### src/rtl/dmem_arbiter_pkg.sv
// Shared memory-port types plus arbiter state and requester ids.
// Requester id doubles as the bit index into one-hot grant vectors.
package dmem_arbiter_pkg;

  typedef struct packed {
    logic [31:0] write_data;
    logic        valid;
    logic        wen;
    logic        byte_not_word;
    logic        yumi;
  } mem_in_s;

  typedef struct packed {
    logic [31:0] read_data;
    logic        valid;
    logic        yumi;
  } mem_out_s;

  typedef enum logic [1:0] {
    ARB_IDLE,
    ARB_ISSUE,
    ARB_RESP
  } arb_state_e;

  localparam int ARB_CORE_ID = 0;
  localparam int ARB_NET_ID  = 1;

endpackage

### src/rtl/dmem_arbiter_pick2.sv
// Two-way one-hot picker: a lone requester always wins; on contention the core
// wins when fixed priority is on or prio is 0, otherwise the network wins.
module arb_pick2
  import dmem_arbiter_pkg::*;
(
  input  logic [1:0] valid,
  input  logic       prio,
  input  logic       fixed,
  output logic [1:0] grant
);

  always_comb begin
    grant = 2'b00;
    if (valid[ARB_CORE_ID] && (!valid[ARB_NET_ID] || fixed || !prio)) begin
      grant[ARB_CORE_ID] = 1'b1;
    end else if (valid[ARB_NET_ID]) begin
      grant[ARB_NET_ID] = 1'b1;
    end
  end

endmodule

### src/rtl/dmem_arbiter.sv
// Shares the data-memory port between core and network, one whole transaction at a time.
// Grant registered one cycle after a request appears; the owner's handshake passes straight through.
module dmem_arbiter
  import dmem_arbiter_pkg::*;
#(
  parameter bit CORE_PRIORITY_P = 1'b0
) (
  input  logic        clk,
  input  logic        reset,
  input  mem_in_s     core_req_i,
  input  logic [31:0] core_addr_i,
  output mem_out_s    core_resp_o,
  input  mem_in_s     net_req_i,
  input  logic [31:0] net_addr_i,
  output mem_out_s    net_resp_o,
  output mem_in_s     mem_req_o,
  output logic [31:0] mem_addr_o,
  input  mem_out_s    mem_resp_i,
  output logic [1:0]  grant_o,
  output logic        err_o
);

  arb_state_e  state_r;
  logic [1:0]  grant_r;
  logic        prio_r;
  logic        err_r;
  logic [1:0]  pick;
  mem_in_s     own_req;
  logic [31:0] own_addr;
  mem_out_s    own_resp;
  logic        own_done;

  arb_pick2 u_pick (
    .valid ({net_req_i.valid, core_req_i.valid}),
    .prio  (prio_r),
    .fixed (CORE_PRIORITY_P),
    .grant (pick)
  );

  assign own_req  = grant_r[ARB_NET_ID] ? net_req_i  : core_req_i;
  assign own_addr = grant_r[ARB_NET_ID] ? net_addr_i : core_addr_i;
  assign own_done = mem_resp_i.valid && own_req.yumi;

  always_comb begin
    mem_req_o  = '0;
    mem_addr_o = '0;
    own_resp   = '0;
    case (state_r)
      // Stray responses are drained so the memory does not stall holding them.
      ARB_IDLE: mem_req_o.yumi = mem_resp_i.valid;
      ARB_ISSUE: begin
        mem_req_o  = own_req;
        mem_addr_o = own_addr;
        own_resp   = mem_resp_i;
      end
      ARB_RESP: begin
        mem_req_o.yumi     = own_req.yumi;
        own_resp.read_data = mem_resp_i.read_data;
        own_resp.valid     = mem_resp_i.valid;
      end
      default: ;
    endcase
  end

  assign core_resp_o = grant_r[ARB_CORE_ID] ? own_resp : '0;
  assign net_resp_o  = grant_r[ARB_NET_ID]  ? own_resp : '0;
  assign grant_o     = grant_r;
  assign err_o       = err_r;

  always_ff @(posedge clk) begin
    if (!reset) begin
      state_r <= ARB_IDLE;
      grant_r <= 2'b00;
      prio_r  <= 1'b0;
      err_r   <= 1'b0;
    end else begin
      case (state_r)
        ARB_IDLE: begin
          if (mem_resp_i.valid) err_r <= 1'b1;
          if (|pick) begin
            grant_r <= pick;
            state_r <= ARB_ISSUE;
          end
        end
        ARB_ISSUE: begin
          if (own_done) begin
            state_r <= ARB_IDLE;
            grant_r <= 2'b00;
            prio_r  <= ~grant_r[ARB_NET_ID];
          end else if (mem_resp_i.yumi) begin
            state_r <= ARB_RESP;
          end
        end
        ARB_RESP: begin
          if (own_done) begin
            state_r <= ARB_IDLE;
            grant_r <= 2'b00;
            prio_r  <= ~grant_r[ARB_NET_ID];
          end
        end
        default: state_r <= ARB_IDLE;
      endcase
    end
  end

endmodule

### config.mk
export PLATFORM = sky130hd
export DESIGN_NAME = dmem_arbiter
export DESIGN_NICKNAME = d
export VERILOG_FILES = /design/src/rtl/dmem_arbiter_pkg.sv /design/src/rtl/dmem_arbiter_pick2.sv /design/src/rtl/dmem_arbiter.sv
export SDC_FILE = /design/constraint.sdc
export NUM_CORES = 1
export LEC_CHECK = 0
export CORE_AREA = 3 3 121 123
export CTS_BUF_LIST = sky130_fd_sc_hd__clkbuf_4
export CTS_CLUSTER_SIZE = 25
export DETAILED_ROUTE_END_ITERATION = 10
export DIE_AREA = 0 0 124 126
export GPL_ROUTABILITY_DRIVEN = 0
export SLEW_MARGIN = 20
export SYNTH_ARGS = -nofsm -noshare
export SYNTH_HDL_FRONTEND = slang
export SYNTH_SLANG_ARGS = --single-unit
### constraint.sdc
create_clock -name clk -period 4.7 [get_ports clk]
set_input_delay 0.94 -clock clk [delete_from_list [all_inputs] [get_ports clk]]
set_output_delay 0.94 -clock clk [all_outputs]
set_load 0.01 [all_outputs]
==> run summary, run 1 <==
Peak VDD IR -> 0.162 mV
Share of cells above drive strength 1 -> 0.0177
Sequential Power Share -> 0.087
H-tree levels -> 1
Most common cell after layout, fill and taps aside -> clkdlybuf4s50_1
Post-CTS Resized -> 0
CTS sink count -> 6
Final setup margin -> 1260 ps
Drt initial violations -> 91
Post-route ant nets -> 0
GRT overflow -> 0
Sequential area share after synthesis -> 0.0579
Starting Density -> 0.151
Fin crit share -> 0.732
Syn Area/Cell -> 7.40 um^2
Cells after synthesis -> 280
Switching part of the total -> 0.428
Routed wire per std cell -> 15.5 um
Post-synthesis register bit count -> 6
Clk pin slew, worst setup/hold paths -> 50 ps
Clk root buf -> clkbuf_4
Total number of vias -> 3133
CTS buffer count -> 3
Post-synth top area cell -> mux2i_1
Tot GR Track Use -> 0.131
CP max FO -> 8
Post-synth top area share -> 0.343
Design Power -> 1420 uW
Remaining DRCs -> 0
Later-pin clock latency in the skew report -> 260 ps
P_sw -> 610 uW
Worst slew margin -> 0.349
Hold_buf cts -> 0
Core area -> 13800 um^2
Most frequent cells in the layout -> 310 x clkdlybuf4s50_1, 71 x mux2i_1, 70 x nor2b_1
Pre-CTS setup slack -> 1220 ps
Internal power -> 814 uW
Critical Path RT -> 3760 ps
Mapped cell area -> 2070 um^2
WL final -> 11600 um
Row cnt -> 43
Setup TNS -> 0 ps
Slew Viols, Final -> 0
Top cells by area, synth -> mux2i_1 34%, nor2b_1 21%, and3_1 21%
Detailed Place HPWL -> 9610 um
Final Skew -> 4.47 ps
Logic pwr share -> 0.869
Largest net degree at the start of global routing -> 73
Layout area overhead -> 157%
RSZ-0062 raised after global routing -> no
F_max -> 291 MHz
Slew @ Worst Pin -> 976 ps
Initial antenna violation count -> 0
Die height -> 126 um
Class of the worst hold path -> reg -> reg
# nets final -> 745
Tmin final -> 3440 ps
Worst Path Arrival -> 2500 ps
Die area -> 15600 um^2
PwrDens -> 267 nW/um^2
Global-route wire length before repair -> 16500 um
Critical path class -> in -> out
Ys Warns -> 0
PortBufs -> 310
DR pass1 iterations -> 4
Crit. End Element -> primary output
Clock buffer depth -> 2
N_diodes -> 0
Vias in the first global route -> 3191
Syn_nets -> 458
Num ports -> 311
Vias per inst -> 4.20
Clk pwr share -> 0.044
TritonCTS clock tree -> built
Max-Cap Viols -> 0
Number of buffers added for setup after CTS -> 0
Chip Width -> 124 um
Final setup viols -> 0
Number of distinct library cells after synthesis -> 23
CP Launch Type -> input port
Run status -> completed
Leak -> 0.00208 uW
Final hold vios -> 0
flip-flops by register name (all words and copies together) (netlist names):
| name | count |
|---|---|
| state_r | 2 |
| grant_o | 2 |
| prio_r | 1 |
| err_o | 1 |
path summary, 6_finish.rpt:
path / cells past startpoint / to / slack, ps / from
setup / recovery: 4 / mem_req_o[0] / 1260 / mem_resp_i[1]
hold / removal: 2 / err_o$_SDFFE_PN0P_ / 520 / err_o$_SDFFE_PN0P_
setup reg to reg: 6 / grant_o[0]$_SDFFE_PN0P_ / 2760 / state_r[0]$_SDFFE_PN0P_
hold reg to reg: 2 / err_o$_SDFFE_PN0P_ / 520 / err_o$_SDFFE_PN0P_
through the flow:
| step | hold WS (ps) | std cells | util | cell area [um^2] |
|---|---|---|---|---|
| after detailed placement | 518 | 742 | 0.385 | 5300 |
| after floorplan | 485 | 280 | - | 2070 |
| final | 518 | 746 | 0.387 | 5330 |
| after global routing | 580 | 746 | 0.387 | 5330 |
| after global placement | 511 | 742 | 0.385 | 5300 |
| after CTS | 532 | 746 | 0.387 | 5330 |
area by class of cell:
cell class	count	area [um^2]
fillers	1381	8450
repair buffers	312	3130
multi-input cells	241	1810
well taps	180	225
flip-flops and latches	6	124
clock buffers	4	30.0
inverters	3	11.3
power by group through the flow:
stage	Combinational (uW)	Sequential [uW]	Clock (uW)
after floorplan	650	83.1	0
after global placement	1240	124	0
after detailed placement	1250	126	0
after CTS	1250	125	63.7
after global routing	1340	133	66.6
final	1240	124	63.0
worst max-delay path: stages:
cell	delay, ps
clkdlybuf4s50_1	690
a22oi_1	160
nor2_1	140
clkdlybuf4s50_1	570
metal layers:
layer,GRT usage,wire length [um],vias to the layer above
met5,0,0,-
met4,0.0206,81,0
met3,0.0498,1580,7
met2,0.259,6040,180
met1,0.127,3890,1399
li1,-,-,1547
cells in the mapped netlist:
cell type   n
buf_4       6
o21ai_0     2
mux2i_1    71
clkbuf_1   21
inv_1       3
and3_1     68
a21oi_1     2
ha_1        6
a22oi_1     1
nor3b_1     1
buf_2       3
nand2b_1    1
a211oi_2    1
dfxtp_1     6
and3b_1     1
nor2b_1    70
nor2_1      2
a211o_1     1
and2_1      1
a31oi_1     2
nand2_1     7
nand3_1     3
mux2_4      1
logic make-up (layout without fill, tap and decap cells):
logic type,count (synthesis),after routing,share of synthesized area
compound gates,9,9,0.0296
fa+ha+maj,6,6,0.0362
buf+inv,33,319,0.0724
flops,6,6,0.0579
mux,72,72,0.350
simple gates,154,154,0.454
(Power assumes the default switching activity.)
==> run 2, diff against run 1 <==
- CORE_AREA: 3 3 121 123 -> 3 3 119 121
- DIE_AREA: 0 0 124 126 -> 0 0 122 124
- clock period: 4.7 -> 3.4 ns (I/O delays scaled with it)
==> run 2 against run 1 <==
Combinational power grew 43%. Global-route usage grew 0.32 points. Critical path depth grew 1. Via count down 0.99%. Worst hold slack worse by 19 ps. Setup slack lost 850 ps. Clock power grew 38%. Sequential share of layout area is essentially flat. Critical path type is now reg -> out. Largest power group unchanged.
==> run summary, run 2 (same netlist as run 1, synthesis figures left out) <==
Peak VDD IR -> 0.181 mV (+12%)
Clock buffer depth -> 2 (unchanged)
PortBufs -> 310 (unchanged)
Critical Path RT -> 2720 ps (-1040 ps)
DR pass1 iterations -> 4 (unchanged)
Run status -> completed
Fin crit share -> 0.881
Design Power -> 1990 uW (+40%)
F_max -> 334 MHz
Clk root buf -> clkbuf_4
Worst slew margin -> 0.661 (+0.311)
Vias in the first global route -> 3122 (-2.2%)
Worst r2r src -> grant_o[1]$_SDFFE_PN0P_
Slew @ Worst Pin -> 509 ps (-467 ps)
CTS sink count -> 6 (unchanged)
Crit. End Element -> primary output
Hold Slack -> 499 ps (-19.2 ps)
CP max FO -> 72 (+64)
Vias per inst -> 4.16 (-0.99%)
Final setup viols -> 0 (unchanged)
M1 WL -> 4100 um (+5.4%)
CP Launch Type -> flip-flop
RSZ-0062 raised after global routing -> no
Post-route ant nets -> 0 (unchanged)
Tmin final -> 2990 ps
WL final -> 11800 um (+1.8%)
Max-Cap Viols -> 0 (unchanged)
Leak -> 0.00210 uW (+1.2%)
Global-route wire length before repair -> 16300 um (-0.75%)
Setup TNS -> 0 ps (unchanged)
Starting Density -> 0.157 (+0.00665)
Min-delay src -> err_o$_SDFFE_PN0P_
Total number of vias -> 3102 (-0.99%)
Clk pin slew, worst setup/hold paths -> 60 ps (about the same)
Row cnt -> 42 (-2.3%)
Detailed Place HPWL -> 9820 um (+2.2%)
Class of the worst hold path -> reg -> reg
Worst Path Arrival -> 2310 ps (-190 ps)
Largest net degree at the start of global routing -> 73 (unchanged)
# nets final -> 749 (+0.54%)
Routed met3 length -> 1450 um (-8.3%)
Remaining DRCs -> 0 (unchanged)
Layout area overhead -> 159%
Drt initial violations -> 90 (-1.1%)
Most frequent cells in the layout -> 310 x clkdlybuf4s50_1, 71 x mux2i_1, 70 x nor2b_1
Reg2Reg Depth -> 5 (-1)
N_diodes -> 0 (unchanged)
Most common cell after layout, fill and taps aside -> clkdlybuf4s50_1
PwrDens -> 372 nW/um^2 (+39%)
Hold_buf cts -> 0 (unchanged)
Num ports -> 311 (unchanged)
GRT overflow -> 0 (unchanged)
Critical path class -> reg -> out
Share of cells above drive strength 1 -> 0.0246 (+0.00689)
Die height -> 124 um (-1.6%)
H-tree levels -> 1 (unchanged)
Tot GR Track Use -> 0.134 (+0.00324)
Die area -> 15100 um^2 (-3.2%)
Crit path to -> net_resp_o[13]
Initial antenna violation count -> 0 (unchanged)
Worst R2R End -> state_r[0]$_SDFFE_PN0P_
CTS buffer count -> 3 (unchanged)
Worst R2R Setup Slack -> 1440 ps (-1320 ps)
Chip Width -> 122 um (-1.6%)
Slew Viols, Final -> 0 (unchanged)
Later-pin clock latency in the skew report -> 250 ps (about the same)
Core area -> 13200 um^2 (-4.2%)
TritonCTS clock tree -> built
Final Skew -> 3.12 ps (-1.35 ps)
Worst Setup SP -> state_r[0]$_SDFFE_PN0P_
Met2 Wirelength -> 6100 um (+0.99%)
Final hold vios -> 0 (unchanged)
Routed wire per std cell -> 15.8 um (+1.8%)
Number of buffers added for setup after CTS -> 0 (unchanged)
Top Metal Used -> met4
Post-CTS Resized -> 0 (unchanged)
==> run 2: worst min-delay path by stage <==
stage          depth (start not counted)                       to  slack [ps]
2_1_floorplan                          2  state_r[0]$_SDFFE_PN0P_         480
3_3_place_gp                           2       err_o$_SDFFE_PN0P_         480
3_5_place_dp                           2       err_o$_SDFFE_PN0P_         480
4_1_cts                                2       err_o$_SDFFE_PN0P_         510
5_1_grt                                2       err_o$_SDFFE_PN0P_         550
6_report                               2       err_o$_SDFFE_PN0P_         500
==> run 2: where the power goes <==
part / internal (uW) / leakage (uW) / switching, uW
clock network: 53.0 / 0.0000184 / 33.9
logic: 1000 / 0.00203 / 765
registers: 93.0 / 0.0000502 / 44.8
total: 1150 / 0.00210 / 843
==> run 2: cell type report <==
| cell class | instances | area [um^2] |
|---|---|---|
| fillers | 1315 | 7830 |
| repair buffers | 316 | 3170 |
| multi-input cells | 241 | 1810 |
| well taps | 176 | 220 |
| flip-flops and latches | 6 | 124 |
| clock buffers | 4 | 30.0 |
| inverters | 3 | 11.3 |
==> run 2: worst max-delay path, cell delays in order (launching register included) <==
cell and delay, ps:
dfxtp_1 410, inv_1 110, ha_1 290, buf_4 420, and3_1 240, clkdlybuf4s50_1 560
==> run 2: routing by layer <==
layer / GRT usage / vias to the layer above
met3: 0.0436 / 12
met5: 0 / -
li1: - / 1554
met4: 0.0280 / 0
met2: 0.260 / 187
met1: 0.141 / 1349
==> run 2: stage by stage <==
| step | util | cell area, um^2 | instances | worst slack [ps] |
|---|---|---|---|---|
| floorplan | - | 2070 | 280 | 1180 |
| global placement | 0.404 | 5330 | 742 | 545 |
| detailed placement | 0.404 | 5330 | 742 | 545 |
| CTS | 0.407 | 5360 | 746 | 380 |
| global route | 0.407 | 5360 | 746 | 222 |
| finish | 0.407 | 5360 | 746 | 405 |
==> run 3, diff against run 2 <==
- clock period: 3.4 -> 3.2 ns (I/O delays scaled with it)
==> run 3 against run 2 <==
Setup slack better by 16 ps. Clock skew is 4.0 ps higher. Critical path depth unchanged. Non-clock buffer count up 1. Sequential power grew 7%. Clock power rose by 0.9%. Clock-buffer cell count unchanged. Via count up 0.52%. Register-to-register slack lost 40 ps.
==> run summary, run 3 (same netlist as run 1, synthesis figures left out) <==
Run status -> completed
Worst slew margin -> 0.723 (+0.0628)
CP Launch Type -> flip-flop
Worst Path Arrival -> 2140 ps (-170 ps)
Peak VDD IR -> 0.191 mV (+5.1%)
Final setup viols -> 0 (unchanged)
Final Skew -> 7.14 ps (+4.03 ps)
Worst R2R Setup Slack -> 1400 ps (-40 ps)
Slowest library cell on the worst path -> clkdlybuf4s50_1
Remaining DRCs -> 0 (unchanged)
Worst r2r src -> grant_o[1]$_SDFFE_PN0P_
Worst R2R End -> state_r[0]$_SDFFE_PN0P_
CP peak stage delay -> 550 ps (about the same)
Slew @ Worst Pin -> 415 ps (-94.2 ps)
Clk pin slew, worst setup/hold paths -> 60 ps (about the same)
Die height -> 124 um (unchanged)
Global-route wire length before repair -> 15900 um (-2.8%)
Num ports -> 311 (unchanged)
Post-CTS Resized -> 0 (unchanged)
F_max -> 360 MHz
# nets final -> 750 (+0.13%)
PortBufs -> 310 (unchanged)
Later-pin clock latency in the skew report -> 250 ps (about the same)
Core area -> 13200 um^2 (unchanged)
Number of buffers added for setup after CTS -> 0 (unchanged)
Vias in the first global route -> 3016 (-3.4%)
Post-route ant nets -> 0 (unchanged)
Routed wire per std cell -> 15.7 um (-0.61%)
H-tree levels -> 1 (unchanged)
Initial antenna violation count -> 0 (unchanged)
Hold Path Stages -> 2 (unchanged)
Die area -> 15100 um^2 (unchanged)
Most frequent cells in the layout -> 310 x clkdlybuf4s50_1, 71 x mux2i_1, 70 x nor2b_1
RSZ-0062 raised after global routing -> no
GRT overflow -> 0 (unchanged)
Slew Viols, Final -> 0 (unchanged)
Min-delay src -> err_o$_SDFFE_PN0P_
Final setup margin -> 421 ps (+15.9 ps)
Hold endpoint -> err_o$_SDFFE_PN0P_
Critical path class -> reg -> out
Setup TNS -> 0 ps (unchanged)
Tot GR Track Use -> 0.130 (-0.00425)
Tmin final -> 2780 ps
Critical Path RT -> 2560 ps (-160 ps)
Drt initial violations -> 56 (-38%)
Most common cell after layout, fill and taps aside -> clkdlybuf4s50_1
Max-Cap Viols -> 0 (unchanged)
Vias per inst -> 4.17 (+0.38%)
TritonCTS clock tree -> built
CTS buffer count -> 3 (unchanged)
Final hold vios -> 0 (unchanged)
DR pass1 iterations -> 4 (unchanged)
Largest net degree at the start of global routing -> 73 (unchanged)
WL final -> 11700 um (-0.47%)
Fin crit share -> 0.868
Worst-path cell chain -> inv_1, ha_1, buf_12, and3_1, clkdlybuf4s50_1
Total number of vias -> 3118 (+0.52%)
Layout area overhead -> 160%
Reg2Reg Depth -> 5 (unchanged)
Pre-CTS setup slack -> 505 ps (-39.7 ps)
Clock buffer depth -> 2 (unchanged)
Share of cells above drive strength 1 -> 0.0263 (+0.00171)
Hold_buf cts -> 0 (unchanged)
Leak -> 0.00211 uW (+0.55%)
Starting Density -> 0.157 (unchanged)
Clk root buf -> clkbuf_4
Chip Width -> 122 um (unchanged)
Row cnt -> 42 (unchanged)
Class of the worst hold path -> reg -> reg
CTS sink count -> 6 (unchanged)
PwrDens -> 398 nW/um^2 (+7.1%)
N_diodes -> 0 (unchanged)
Detailed Place HPWL -> 9710 um (-1.1%)
Crit. End Element -> primary output
CP max FO -> 72 (unchanged)
Design Power -> 2150 uW (+7.8%)
## run 3: critical path, delay by kind of cell (launching register included)
family / cells / cell delay, ps
simple gates: 1 / 220
fa+ha+maj: 1 / 340
buf+inv: 3 / 890
flops: 1 / 410
## run 3: power breakdown
part / leakage [uW] / switching, uW / total [uW] / internal [uW]
Clock: 0.0000184 / 31.6 / 87.6 / 56.0
Combinational: 0.00205 / 817 / 1910 / 1100
Sequential: 0.0000502 / 48.1 / 147 / 98.8
Total: 0.00211 / 897 / 2150 / 1250
## run 3: area by class of cell
type | count | area (um^2)
inverters | 3 | 11.3
repair buffers | 317 | 3210
flip-flops and latches | 6 | 124
multi-input cells | 241 | 1810
fillers | 1297 | 7790
well taps | 176 | 220
clock buffers | 4 | 30.0
## run 3: worst max path at each step
stage	slack, ps	cells past startpoint	endpoint	startpoint
after global routing	230	5	mem_req_o[34]	state_r[1]$_SDFFE_PN0P_
after global placement	490	5	mem_req_o[0]	core_req_i[0]
after detailed placement	510	5	mem_req_o[0]	net_req_i[0]
final	420	5	net_resp_o[4]	state_r[0]$_SDFFE_PN0P_
after floorplan	1020	6	core_resp_o[25]	state_r[0]$_SDFFE_PN0P_
after CTS	360	5	mem_req_o[17]	state_r[1]$_SDFFE_PN0P_
## run 3: stage by stage
| step | cell area [um^2] | hold slack (ps) | utilization | instances |
|---|---|---|---|---|
| floorplan | 2070 | 485 | - | 280 |
| global placement | 5370 | 479 | 0.407 | 743 |
| detailed placement | 5370 | 485 | 0.407 | 743 |
| CTS | 5400 | 515 | 0.409 | 747 |
| global route | 5400 | 567 | 0.409 | 747 |
| finish | 5400 | 514 | 0.409 | 747 |
## run 3: routing by layer
layer | up-vias | share of wire | track usage
met5 | - | 0 | 0
met3 | 8 | 0.12 | 0.0427
met2 | 179 | 0.52 | 0.251
met4 | 0 | 0.0095 | 0.0266
li1 | 1557 | - | -
met1 | 1374 | 0.36 | 0.137
